==> src/rtl/mix_columns_seq_if.sv <==
// mix_columns_seq_if: valid/ready bundle between the round controller and the MixColumns engine
interface mix_columns_seq_if;
    logic         in_valid;
    logic         in_ready;
    logic [127:0] state_in;
    logic         out_valid;
    logic         out_ready;
    logic [127:0] state_out;
    logic         busy;
    modport master (output in_valid, state_in, out_ready, input in_ready, out_valid, state_out, busy);
    modport slave  (input in_valid, state_in, out_ready, output in_ready, out_valid, state_out, busy);
endinterface

==> src/rtl/mix_columns_seq.sv <==
// mix_columns_seq: sequential AES MixColumns, LANES output bytes per clock from a captured source state
module mix_columns_seq #(
    parameter int LANES = 1
) (
    input  logic               clk,
    input  logic               rst,
    mix_columns_seq_if.slave   mc
);
    localparam int NSTEP = 16 / LANES;
    localparam int SW    = (NSTEP > 1) ? $clog2(NSTEP) : 1;

    if (LANES != 1 && LANES != 2 && LANES != 4) begin : g_bad_lanes
        $error("mix_columns_seq: LANES must be 1, 2 or 4");
    end

    typedef enum logic [1:0] {IDLE, RUN, DONE} state_t;

    state_t        state_q, state_d;
    logic [SW-1:0] step_q, step_d;
    logic [127:0]  src_q, src_d, acc_q, acc_d, out_q, out_d;
    logic [3:0]    lane_k [LANES];
    logic [7:0]    lane_o [LANES];

    function automatic logic [7:0] xt(input logic [7:0] x);
        return {x[6:0], 1'b0} ^ (x[7] ? 8'h1b : 8'h00);
    endfunction

    function automatic logic [7:0] byte_at(input logic [127:0] s, input logic [3:0] k);
        return s[8*(15-int'(k)) +: 8];
    endfunction

    // Row rotation within a column wraps naturally in the 2-bit row field of k
    function automatic logic [7:0] mix_byte(input logic [127:0] s, input logic [3:0] k);
        logic [7:0] b0, b1, b2, b3;
        b0 = byte_at(s, k);
        b1 = byte_at(s, {k[3:2], k[1:0] + 2'd1});
        b2 = byte_at(s, {k[3:2], k[1:0] + 2'd2});
        b3 = byte_at(s, {k[3:2], k[1:0] + 2'd3});
        return xt(b0) ^ xt(b1) ^ b1 ^ b2 ^ b3;
    endfunction

    for (genvar j = 0; j < LANES; j++) begin : g_lane
        assign lane_k[j] = 4'(int'(step_q) * LANES + j);
        assign lane_o[j] = mix_byte(src_q, lane_k[j]);
    end

    always_comb begin
        state_d = state_q;
        step_d  = step_q;
        src_d   = src_q;
        acc_d   = acc_q;
        out_d   = out_q;
        if (state_q == IDLE && mc.in_valid) begin
            state_d = RUN;
            step_d  = '0;
            src_d   = mc.state_in;
        end
        if (state_q == RUN) begin
            for (int j = 0; j < LANES; j++) acc_d[8*(15-int'(lane_k[j])) +: 8] = lane_o[j];
            step_d = step_q + 1'b1;
            if (step_q == SW'(NSTEP - 1)) begin
                state_d = DONE;
                out_d   = acc_d;
            end
        end
        if (state_q == DONE && mc.out_ready) state_d = IDLE;
    end

    always_ff @(posedge clk or posedge rst) begin
        if (rst) begin
            state_q <= IDLE;
            step_q  <= '0;
            src_q   <= '0;
            acc_q   <= '0;
            out_q   <= '0;
        end else begin
            state_q <= state_d;
            step_q  <= step_d;
            src_q   <= src_d;
            acc_q   <= acc_d;
            out_q   <= out_d;
        end
    end

    assign mc.in_ready  = (state_q == IDLE);
    assign mc.out_valid = (state_q == DONE);
    assign mc.busy      = (state_q != IDLE);
    assign mc.state_out = out_q;
endmodule

==> src/flat_wrapper.sv <==
// flat-port wrapper written by rule: the top's interface ports become plain ports
module mix_columns_seq_flat 
#(
    parameter int LANES = 1
)
  (clk, rst, mc_in_valid, mc_state_in, mc_out_ready, mc_in_ready, mc_out_valid, mc_state_out, mc_busy);
  mix_columns_seq_if mc_i ();
  input  logic clk;
  input  logic rst;
  input wire logic [$bits(mc_i.in_valid)-1:0] mc_in_valid;
  input wire logic [$bits(mc_i.state_in)-1:0] mc_state_in;
  input wire logic [$bits(mc_i.out_ready)-1:0] mc_out_ready;
  output wire logic [$bits(mc_i.in_ready)-1:0] mc_in_ready;
  output wire logic [$bits(mc_i.out_valid)-1:0] mc_out_valid;
  output wire logic [$bits(mc_i.state_out)-1:0] mc_state_out;
  output wire logic [$bits(mc_i.busy)-1:0] mc_busy;
  assign mc_i.in_valid = mc_in_valid;
  assign mc_i.state_in = mc_state_in;
  assign mc_i.out_ready = mc_out_ready;
  assign mc_in_ready = mc_i.in_ready;
  assign mc_out_valid = mc_i.out_valid;
  assign mc_state_out = mc_i.state_out;
  assign mc_busy = mc_i.busy;
  mix_columns_seq #(.LANES(LANES)) u_core (.clk(clk), .rst(rst), .mc(mc_i));
endmodule
==> config.mk <==
export PLATFORM = sky130hd
export DESIGN_NAME = mix_columns_seq_flat
export DESIGN_NICKNAME = d
export VERILOG_FILES = /design/src/rtl/mix_columns_seq_if.sv /design/src/rtl/mix_columns_seq.sv /design/src/flat_wrapper.sv
export SDC_FILE = /design/constraint.sdc
export NUM_CORES = 1
export LEC_CHECK = 0
export BUFFER_PORTS_ARGS = -buffer_cell sky130_fd_sc_hd__buf_2
export CAP_MARGIN = 20
export CORE_AREA = 10 10 264 266
export DETAILED_ROUTE_END_ITERATION = 10
export DIE_AREA = 0 0 274 276
export SLEW_MARGIN = 20
export SYNTH_ARGS = -nofsm -noshare
export SYNTH_HDL_FRONTEND = slang
export SYNTH_SLANG_ARGS = --single-unit
==> constraint.sdc <==
create_clock -name clk -period 30.2 [get_ports clk]
set_input_delay 7.55 -clock clk [delete_from_list [all_inputs] [get_ports clk]]
set_output_delay 7.55 -clock clk [all_outputs]
set_load 0.01 [all_outputs]
==> results of run 1 <==
-- flip-flops by register name, summed over array words and instances, names as in the netlist --
signal               cells
u_core.state_q           2
u_core.mc.state_out    128
u_core.acc_q           128
u_core.step_q            4
u_core.src_q           128
-- cells in the mapped netlist (all sizes together) (5+ instances only) --
master,number
xnor2,23
inv,5
mux2,199
a221oi,14
and3,6
dfrtp,390
a22oi,10
nor2,12
o31ai,8
mux4,139
clkbuf,57
and2,7
a22o,14
xor2,9
a21oi,5
o21ai,61
nand2,446
buf,53
-- through the flow --
step / hold WS (ns) / utilization / setup slack, ns
after floorplan: 0.433 / - / 11.81
after global placement: 0.447 / 0.329 / 20.06
after detailed placement: 0.449 / 0.329 / 19.98
after CTS: 0.462 / 0.351 / 20.61
after global routing: 0.492 / 0.351 / 20.32
final: 0.464 / 0.351 / 20.73
-- cells by family (layout without fill, tap and decap cells) --
kind of cell    Yosys count  in the layout
compound gates          119            119
xor+xnor                 36             36
fa+ha+maj                 2              2
buf+inv                 115            369
flops                   390            390
mux                     340            340
simple gates            493            493
-- worst paths after layout --
| path | from | endpoint | slack (ns) |
|---|---|---|---|
| max | rst | u_core.mc.state_out[123]$_DFFE_PP0P_ | 20.73 |
| min reg2reg | u_core.acc_q[35]$_DFFE_PP0P_ | u_core.mc.state_out[35]$_DFFE_PP0P_ | 0.46 |
| min in group asynchronous | rst | u_core.mc.state_out[23]$_DFFE_PP0P_ | 7.08 |
| min | u_core.acc_q[35]$_DFFE_PP0P_ | u_core.mc.state_out[35]$_DFFE_PP0P_ | 0.46 |
| max in group clk | u_core.state_q[0]$_DFF_PP0_ | mc_busy | 21.01 |
| max reg2reg | u_core.step_q[1]$_DFFE_PP0P_ | u_core.acc_q[77]$_DFFE_PP0P_ | 25.53 |
-- placed cells by master (no fill, tap or decap), types with 3 or more instances in the layout --
cell type / netlist / final
mux4_2: 120 / 120
a221oi_2: 4 / 4
clkinvlp_4: 0 / 4
a221oi_1: 10 / 10
mux2_2: 199 / 199
xnor2_2: 6 / 7
o21a_1: 3 / 3
xnor2_1: 17 / 16
dfrtp_1: 390 / 388
a21oi_1: 5 / 5
a221o_1: 4 / 4
inv_6: 0 / 3
o31ai_1: 8 / 8
buf_4: 11 / 23
buf_2: 14 / 262
a22oi_1: 10 / 10
nor3_1: 4 / 3
nand2b_1: 4 / 4
and3_1: 6 / 6
a22o_1: 14 / 14
mux4_1: 18 / 18
clkinv_2: 0 / 6
nor2_1: 12 / 11
clkbuf_1: 57 / 7
clkbuf_8: 0 / 12
o21ai_0: 41 / 41
o21ai_1: 4 / 4
and2_1: 5 / 4
xor2_1: 9 / 9
clkbuf_16: 0 / 45
nand2_1: 446 / 446
inv_1: 5 / 4
o21ai_2: 16 / 16
-- power groups by stage --
stage	registers (mW)	clock network, mW	logic, mW
floorplan	0.532	0	0.00768
global route	0.522	0.569	0.0238
detailed placement	0.532	0	0.0220
CTS	0.523	0.546	0.0221
global placement	0.532	0	0.0218
finish	0.523	0.530	0.0208
-- critical path, delay by kind of cell --
kind                   cells  cell delay, ns
buffers and inverters      4            2.30
-- cell type report --
class	count	area, sq um
Clock buffer	64	1320
Clock inverter	15	126
Fill cell	6323	41600
Inverter	5	26.3
Multi-Input combinational cell	990	8740
Sequential cell	390	9760
Tap cell	855	1070
Timing Repair Buffer	285	1480
-- routing by layer --
layer	part of all wire	track usage	routed length (um)	vias up
li1	-	-	-	5768
met1	0.43	0.182	23100	6555
met2	0.49	0.230	26100	371
met3	0.062	0.0311	3290	65
met4	0.018	0.0329	988	4
met5	0.00064	0	34	-
==> impl_metrics.py, run 1 <==
metrics = {
    "power_and_ir_drop": {
        "swShare": 0.223,
        "power_frac_clock": 0.494,
        "intPower_mw": 0.835,
        "p_sw_mw": 0.239,
        "irDropWorstVdd_uv": 36.4,
        "power_frac_seq": 0.487,
        "power.density_nw_per_um2": 47.7,
        "power.total_mw": 1.07,
        "p_leak_nw": 11.3,
        "comb_power_share": 0.019,
    },
    "timing": {
        "slew_viol_final": 0,
        "rsz0062_at_grt": "false",
        "clock_skew_ns": 0.0197,
        "period_minus_slack_ns": 9.47,
        "period_share": 0.314,
        "finalSetupViolations": 0,
        "final.setup.tns_ns": 0,
        "worstMarginPinSlew_ns": 1.08,
        "hold_viol_final": 0,
        "relSlewSlack": 0.279,
        "fmax_ghz": 0.106,
    },
    "grt": {
        "grt_pass1_vias": 13200,
        "antenna_found_initial": 2,
        "grt.total_usage": 0.139,
        "gr-total-overflow": 0,
        "grt_start_max_net_pins": 111,
        "grt_pass1_wl_um": 82300,
    },
    "yosys": {
        "yosys.cell_types.count": 46,
        "synth_top_family_by_area": "multiplexers",
        "synth_edf_count": 0,
        "async_reset_ff_frac": 1.00,
        "synth_top_cell_area_share": 0.511,
        "synth.avg_cell_area_sq_um": 12.8,
        "syn_area_sq_um": 19100,
        "synthesis.nets": 1629,
        "ys.flop_type": "dfrtp_1",
        "ys_seq_area_frac": 0.511,
        "synth-xor-area-share": 0.0219,
        "synth.area.mux_share": 0.286,
        "yosysTopAreaCell": "dfrtp_1",
        "synthTopCellsByArea": "dfrtp_1 (51%), mux4_2 (14%), mux2_2 (12%), nand2_1 (8.8%), mux4_1 (2.5%)",
        "synth_simple_gate_area_frac": 0.102,
        "synth-adder-area-share": 0.00131,
        "yosys_warnings": 0,
        "synthCells": 1495,
        "synth-seq-cells": 390,
        "synth-compound-area-share": 0.0450,
    },
    "routing": {
        "first_iter_violations": 965,
        "routed_wire_length_per_instance_um": 20.6,
        "firstDrtPassIters": 5,
        "num_vias": 12800,
        "routed_wl_um": 53500,
        "drc": 0,
        "ant_nets": 0,
        "routed_via_density": 4.90,
    },
    "floorplan": {
        "io_pins": 263,
        "row_count": 93,
        "die_width_um": 274,
        "die_area_sq_um": 75600,
        "dieHeight_um": 276,
        "core_area_sq_um": 64100,
        "start_util": 0.298,
    },
    "worst_setup_path": {
        "crit_path_end_kind": "asynchronous set/reset pin",
        "worstPathArrival_ns": 10.04,
        "crit_path_start_kind": "input port",
        "critPathSlowestCell": "buf_4",
        "path_cells": "buf_2, inv_8, buf_4, buf_4",
        "path_common_cell": "buf_4",
        "slowest_delay_ns": 0.85,
        "r2r_cells": 8,
        "cp.required_ns": 30.77,
        "path_class": "input port to asynchronous set/reset pin",
        "critPathMaxFanout": 110,
    },
    "clocking": {
        "clk_pin_slew_worst_paths_ns": 0.06,
        "cts_root_buf": "clkbuf_16",
        "ctsResizeCount": 0,
        "cts.sinks": 390,
        "cts_tree": "done",
        "cts_hold_buf": 0,
        "postCtsSetupBuffers": 0,
        "h-tree-depth": 2,
        "clock_latency_ns": 0.58,
        "clockBufferDepth": 3,
        "cts_made_buffers": 44,
    },
    "finish": {
        "design_area_sq_um": 22500,
        "instances_no_fill": 2604,
        "antennaDiodeCount": 0,
        "synthToLayoutAreaGrowth_pct": 18.0,
        "final_nets": 1850,
        "drive_gt1_frac": 0.411,
    },
    "hold_path": {
        "whs_path_depth": 2,
        "hold_path_class": "register to register",
    },
    "placement": {
        "dp.cells": 2525,
        "placed_area_sq_um": 21100,
        "io_buffers": 262,
        "post-dp-hpwl_um": 37800,
        "gp_congestion": 0.772,
    },
    "flow_run": {
        "drv_cap": 0,
    },
    "status": {
        "run_status": "finished, final reports clean",
    },
}
No activity file was read; power rests on OpenSTA's default activity.
==> run 2: changes to the inputs <==
clock period = 7.81 ns   (was 30.2 ns; I/O delays follow)
==> run 2 against run 1 <==
Net effect:
- setup slack worse by 17 ns
- flip-flop and latch count unchanged
- global-route usage is 0.089 points higher
- combinational power grew to 3.9 times the previous value
- core utilization grew 0.12 points
- total power rose to 4.0 times the previous value
- clock power increased to 4.1 times the previous value
- cell area up 0.33%
- critical endpoint is now u_core.mc.state_out[4]$_DFFE_PP0P_
- critical path type is now register to register
- routed wire length grew 1.4%
- register-to-register slack worse by 22 ns
- final cell count barely moved
==> impl_metrics.py, run 2 (synthesis gave the netlist of run 1 again) <==
metrics = {
    "hold_path": {
        "whs_path_depth": 2,
        "hold_path_class": "register to register",
    },
    "grt": {
        "grt.total_usage": 0.140,
        "gr-total-overflow": 0,
        "grt_pass1_wl_um": 82700,
        "grt_pass1_vias": 13400,
        "antenna_found_initial": 4,
        "grt_start_max_net_pins": 81,
    },
    "routing": {
        "ant_nets": 0,
        "drc": 0,
        "routed_wire_length_per_instance_um": 20.8,
        "routed_wl_um": 54300,
        "first_iter_violations": 1086,
        "num_vias": 12900,
        "routed_via_density": 4.94,
        "firstDrtPassIters": 5,
    },
    "finish": {
        "final_nets": 1846,
        "seqCellArea_sq_um": 9760,
        "instances_no_fill": 2603,
        "final_common_cell": "nand2_1",
        "final_util": 0.352,
        "synthToLayoutAreaGrowth_pct": 18.4,
        "fill_cells": 6277,
        "design_area_sq_um": 22600,
        "drive_gt1_frac": 0.410,
        "final_cell_mix": "nand2_1 (446), dfrtp_1 (388), buf_2 (262)",
        "multi_input_area_sq_um": 8740,
    },
    "placement": {
        "dp.cells": 2521,
        "post-dp-hpwl_um": 38800,
        "gp_congestion": 0.796,
        "io_buffers": 262,
        "placed_area_sq_um": 21000,
        "pre_cts_ws_ns": 3.29,
    },
    "timing": {
        "worst_slack_ns": 3.28,
        "period_share": 0.580,
        "hold_viol_final": 0,
        "relSlewSlack": 0.260,
        "slew_viol_final": 0,
        "finalSetupViolations": 0,
        "worstMarginPinSlew_ns": 1.11,
        "fmax_ghz": 0.221,
        "rsz0062_at_grt": "false",
        "period_minus_slack_ns": 4.53,
        "final.setup.tns_ns": 0,
        "clock_skew_ns": 0.0256,
    },
    "clocking": {
        "cts_made_buffers": 44,
        "cts.sinks": 390,
        "clock_latency_ns": 0.59,
        "clk_pin_slew_worst_paths_ns": 0.06,
        "cts_hold_buf": 0,
        "h-tree-depth": 2,
        "postCtsSetupBuffers": 0,
        "clockBufferDepth": 3,
        "ctsResizeCount": 0,
        "cts_tree": "done",
        "cts_root_buf": "clkbuf_16",
    },
    "worst_setup_path": {
        "cp.required_ns": 8.26,
        "r2r_cells": 9,
        "slowest_delay_ns": 0.90,
        "crit_path_end_kind": "register",
        "critPathMaxFanout": 69,
        "path_cells": "ha_4, mux4_2, a22oi_1, nand2_1, xnor2_1, xor2_1, xnor2_2, buf_4, a221o_1",
        "crit_path_start_kind": "register",
        "path_class": "register to register",
        "critPathSlowestCell": "ha_4",
        "worstPathArrival_ns": 4.98,
    },
    "power_and_ir_drop": {
        "p_leak_nw": 11.3,
        "power.density_nw_per_um2": 189,
        "irDropWorstVdd_uv": 137,
    },
    "floorplan": {
        "dieHeight_um": 276,
        "core_area_sq_um": 64100,
        "die_width_um": 274,
        "start_util": 0.298,
        "die_area_sq_um": 75600,
        "row_count": 93,
        "io_pins": 263,
    },
    "status": {
        "run_status": "finished, final reports clean",
    },
    "flow_run": {
        "drv_cap": 0,
    },
}
[run 2: worst paths after layout]
check | start | end | slack [ns]
max | u_core.step_q[0]$_DFFE_PP0P_ | u_core.mc.state_out[4]$_DFFE_PP0P_ | 3.28
min | u_core.acc_q[14]$_DFFE_PP0P_ | u_core.mc.state_out[14]$_DFFE_PP0P_ | 0.44
max reg2reg | u_core.step_q[0]$_DFFE_PP0P_ | u_core.mc.state_out[4]$_DFFE_PP0P_ | 3.28
min reg2reg | u_core.acc_q[14]$_DFFE_PP0P_ | u_core.mc.state_out[14]$_DFFE_PP0P_ | 0.44
max in group asynchronous | rst | u_core.mc.state_out[116]$_DFFE_PP0P_ | 4.69
min in group asynchronous | rst | u_core.mc.state_out[23]$_DFFE_PP0P_ | 1.30
[run 2: power by group]
part	switching (mW)	internal [mW]
registers	0	2.02
clock network	0.887	1.29
logic	0.0551	0.0254
[run 2: metrics by stage]
stage          hold slack (ns)  total power [mW]
4_1_cts                  0.443              4.34
3_3_place_gp             0.445              2.14
5_1_grt                  0.476              4.42
6_report                 0.444              4.27
3_5_place_dp             0.448              2.14
2_1_floorplan            0.433              2.09
[run 2: routing by layer]
| layer | GRT usage | vias up | wire length, um |
|---|---|---|---|
| li1 | - | 5780 | - |
| met1 | 0.182 | 6590 | 23000 |
| met2 | 0.231 | 431 | 26500 |
| met3 | 0.0366 | 62 | 3930 |
| met4 | 0.0309 | 2 | 831 |
| met5 | 0 | - | 9 |
[run 2: layout make-up]
| type | count | area share |
|---|---|---|
| Antenna cell | 1 | 0.000111 |
| Clock buffer | 57 | 0.0540 |
| Clock inverter | 24 | 0.0146 |
| Inverter | 5 | 0.000997 |
| Multi-Input combinational cell | 990 | 0.387 |
| Sequential cell | 390 | 0.432 |
| Tap cell | 855 | 0.0473 |
| Timing Repair Buffer | 281 | 0.0643 |
[run 2: critical path: cells and delay by family (launching register included)]
family                   cells  cell delay (ns)
XOR/XNOR                     3             0.91
adder cells (fa/ha/maj)      1             0.90
flip-flops                   1             0.89
multiplexers                 1             0.61
AO/OA/AOI/OAI                2             0.60
buffers and inverters        1             0.23
AND/OR/NAND/NOR              1             0.14
==> run 3: changes to the inputs <==
clock period = 4.4 ns   (was 7.81 ns; I/O delays follow)
==> run 3 against run 2 <==
Net effect:
- critical path depth fell by 1
- flip-flop and latch count did not move
- core utilization up 0.098 points
- routed wire length grew 0.90%
- clock power grew 66%
- first-iteration DRC count is 5.5% higher
- largest power group unchanged
==> impl_metrics.py, run 3 (synthesis gave the netlist of run 1 again) <==
metrics = {
    "worst_setup_path": {
        "worstPathArrival_ns": 4.33,
        "cp.required_ns": 4.89,
        "critPathMaxFanout": 35,
        "crit_path_end_kind": "register",
        "crit_path_start_kind": "register",
        "path_class": "register to register",
    },
    "finish": {
        "drive_gt1_frac": 0.411,
        "synthToLayoutAreaGrowth_pct": 18.7,
        "final_cell_mix": "nand2_1 (446), dfrtp_1 (388), buf_2 (262)",
        "final_util": 0.353,
        "instances_no_fill": 2608,
        "final_common_cell": "nand2_1",
        "final_nets": 1852,
    },
    "clocking": {
        "cts_tree": "done",
        "cts_root_buf": "clkbuf_16",
        "ctsResizeCount": 0,
        "clk_pin_slew_worst_paths_ns": 0.06,
        "cts_made_buffers": 42,
        "cts.sinks": 390,
        "clock_latency_ns": 0.58,
        "postCtsSetupBuffers": 0,
        "h-tree-depth": 2,
        "cts_hold_buf": 0,
        "clockBufferDepth": 3,
    },
    "power_and_ir_drop": {
        "power_frac_seq": 0.488,
        "p_sw_mw": 1.62,
        "irDropWorstVdd_uv": 214,
        "swShare": 0.220,
        "power_frac_clock": 0.491,
        "comb_power_share": 0.021,
        "power.density_nw_per_um2": 324,
        "p_leak_nw": 11.4,
        "intPower_mw": 5.73,
    },
    "routing": {
        "routed_wire_length_per_instance_um": 21.0,
        "dr.max_layer_used": "met4",
        "firstDrtPassIters": 5,
        "routed-wl-met3_um": 3780,
        "first_iter_violations": 1146,
        "num_vias": 13000,
        "routed_via_density": 4.99,
        "wl_met2_um": 26800,
        "wl_met1_um": 23200,
        "routed_wl_um": 54800,
        "drc": 0,
        "ant_nets": 0,
    },
    "grt": {
        "antenna_found_initial": 4,
        "grt_start_max_net_pins": 127,
        "grt_pass1_vias": 13200,
        "gr-total-overflow": 0,
        "grt_pass1_wl_um": 83200,
        "grt.total_usage": 0.141,
    },
    "timing": {
        "worst_slack_ns": 0.565,
        "fmax_ghz": 0.261,
        "period_share": 0.872,
        "slew_viol_final": 0,
        "worstMarginPinSlew_ns": 1.14,
        "rsz0062_at_grt": "false",
        "hold_viol_final": 0,
        "relSlewSlack": 0.236,
        "period_minus_slack_ns": 3.83,
        "clock_skew_ns": 0.0210,
        "finalSetupViolations": 0,
    },
    "floorplan": {
        "die_width_um": 274,
        "start_util": 0.298,
        "core_area_sq_um": 64100,
        "die_area_sq_um": 75600,
        "dieHeight_um": 276,
        "io_pins": 263,
        "row_count": 93,
    },
    "status": {
        "run_status": "finished, final reports clean",
    },
    "placement": {
        "post-dp-hpwl_um": 39800,
        "gp_congestion": 0.805,
        "io_buffers": 262,
        "dp.cells": 2528,
        "pre_cts_ws_ns": 0.535,
    },
    "flow_run": {
        "drv_cap": 0,
    },
    "hold_path": {
        "hold_path_class": "register to register",
    },
}
[run 3: path summary, 6_finish.rpt]
kind                                              start                                   to  slack [ns]  cells after the start
max                        u_core.step_q[0]$_DFFE_PP0P_         u_core.acc_q[45]$_DFFE_PP0P_        0.57                      8
min                        u_core.acc_q[88]$_DFFE_PP0P_  u_core.mc.state_out[88]$_DFFE_PP0P_        0.47                      2
max reg2reg                u_core.step_q[0]$_DFFE_PP0P_         u_core.acc_q[45]$_DFFE_PP0P_        0.57                      8
min reg2reg                u_core.acc_q[88]$_DFFE_PP0P_  u_core.mc.state_out[88]$_DFFE_PP0P_        0.47                      2
max in group asynchronous                           rst  u_core.mc.state_out[73]$_DFFE_PP0P_        2.97                      4
min in group asynchronous                           rst         u_core.src_q[30]$_DFFE_PP0P_        0.54                      2
[run 3: critical path: stages, from the launching register on]
cell and delay [ns]:
dfrtp_4 0.52, ha_4 0.61, buf_4 0.41, mux4_2 0.35, mux4_2 0.52, xnor2_2 0.21
xnor3_2 0.47, or2_1 0.44, o21ai_2 0.21
[run 3: metal layers]
| metal | up-vias | global-route usage |
|---|---|---|
| li1 | 5793 | - |
| met1 | 6704 | 0.187 |
| met2 | 445 | 0.232 |
| met3 | 63 | 0.0318 |
| met4 | 0 | 0.0315 |
| met5 | - | 0 |
[run 3: metrics by stage]
stage	instance area, sq um	TNS (ns)	hold WS (ns)	power (mW)
after detailed placement	21200	0	0.448	3.82
after global placement	21200	0	0.447	3.81
after floorplan	19100	-758.90	0.433	3.71
after CTS	22600	0	0.466	7.46
after global routing	22700	0	0.481	7.62
final	22700	0	0.467	7.35
[run 3: power groups by stage]
stage / clock network (mW) / registers, mW / logic [mW]
detailed placement: 0 / 3.65 / 0.163
global route: 3.86 / 3.58 / 0.179
floorplan: 0 / 3.66 / 0.0532
finish: 3.61 / 3.59 / 0.157
CTS: 3.71 / 3.59 / 0.164
global placement: 0 / 3.65 / 0.162
[run 3: final cells by class]
class | instances | area [sq um]
well taps | 855 | 1070
multi-input cells | 990 | 8740
clock buffers | 54 | 1140
repair buffers | 289 | 1650
inverters | 5 | 22.5
fillers | 6342 | 41500
flip-flops and latches | 390 | 9760
diodes | 1 | 2.50
clock inverters | 24 | 278
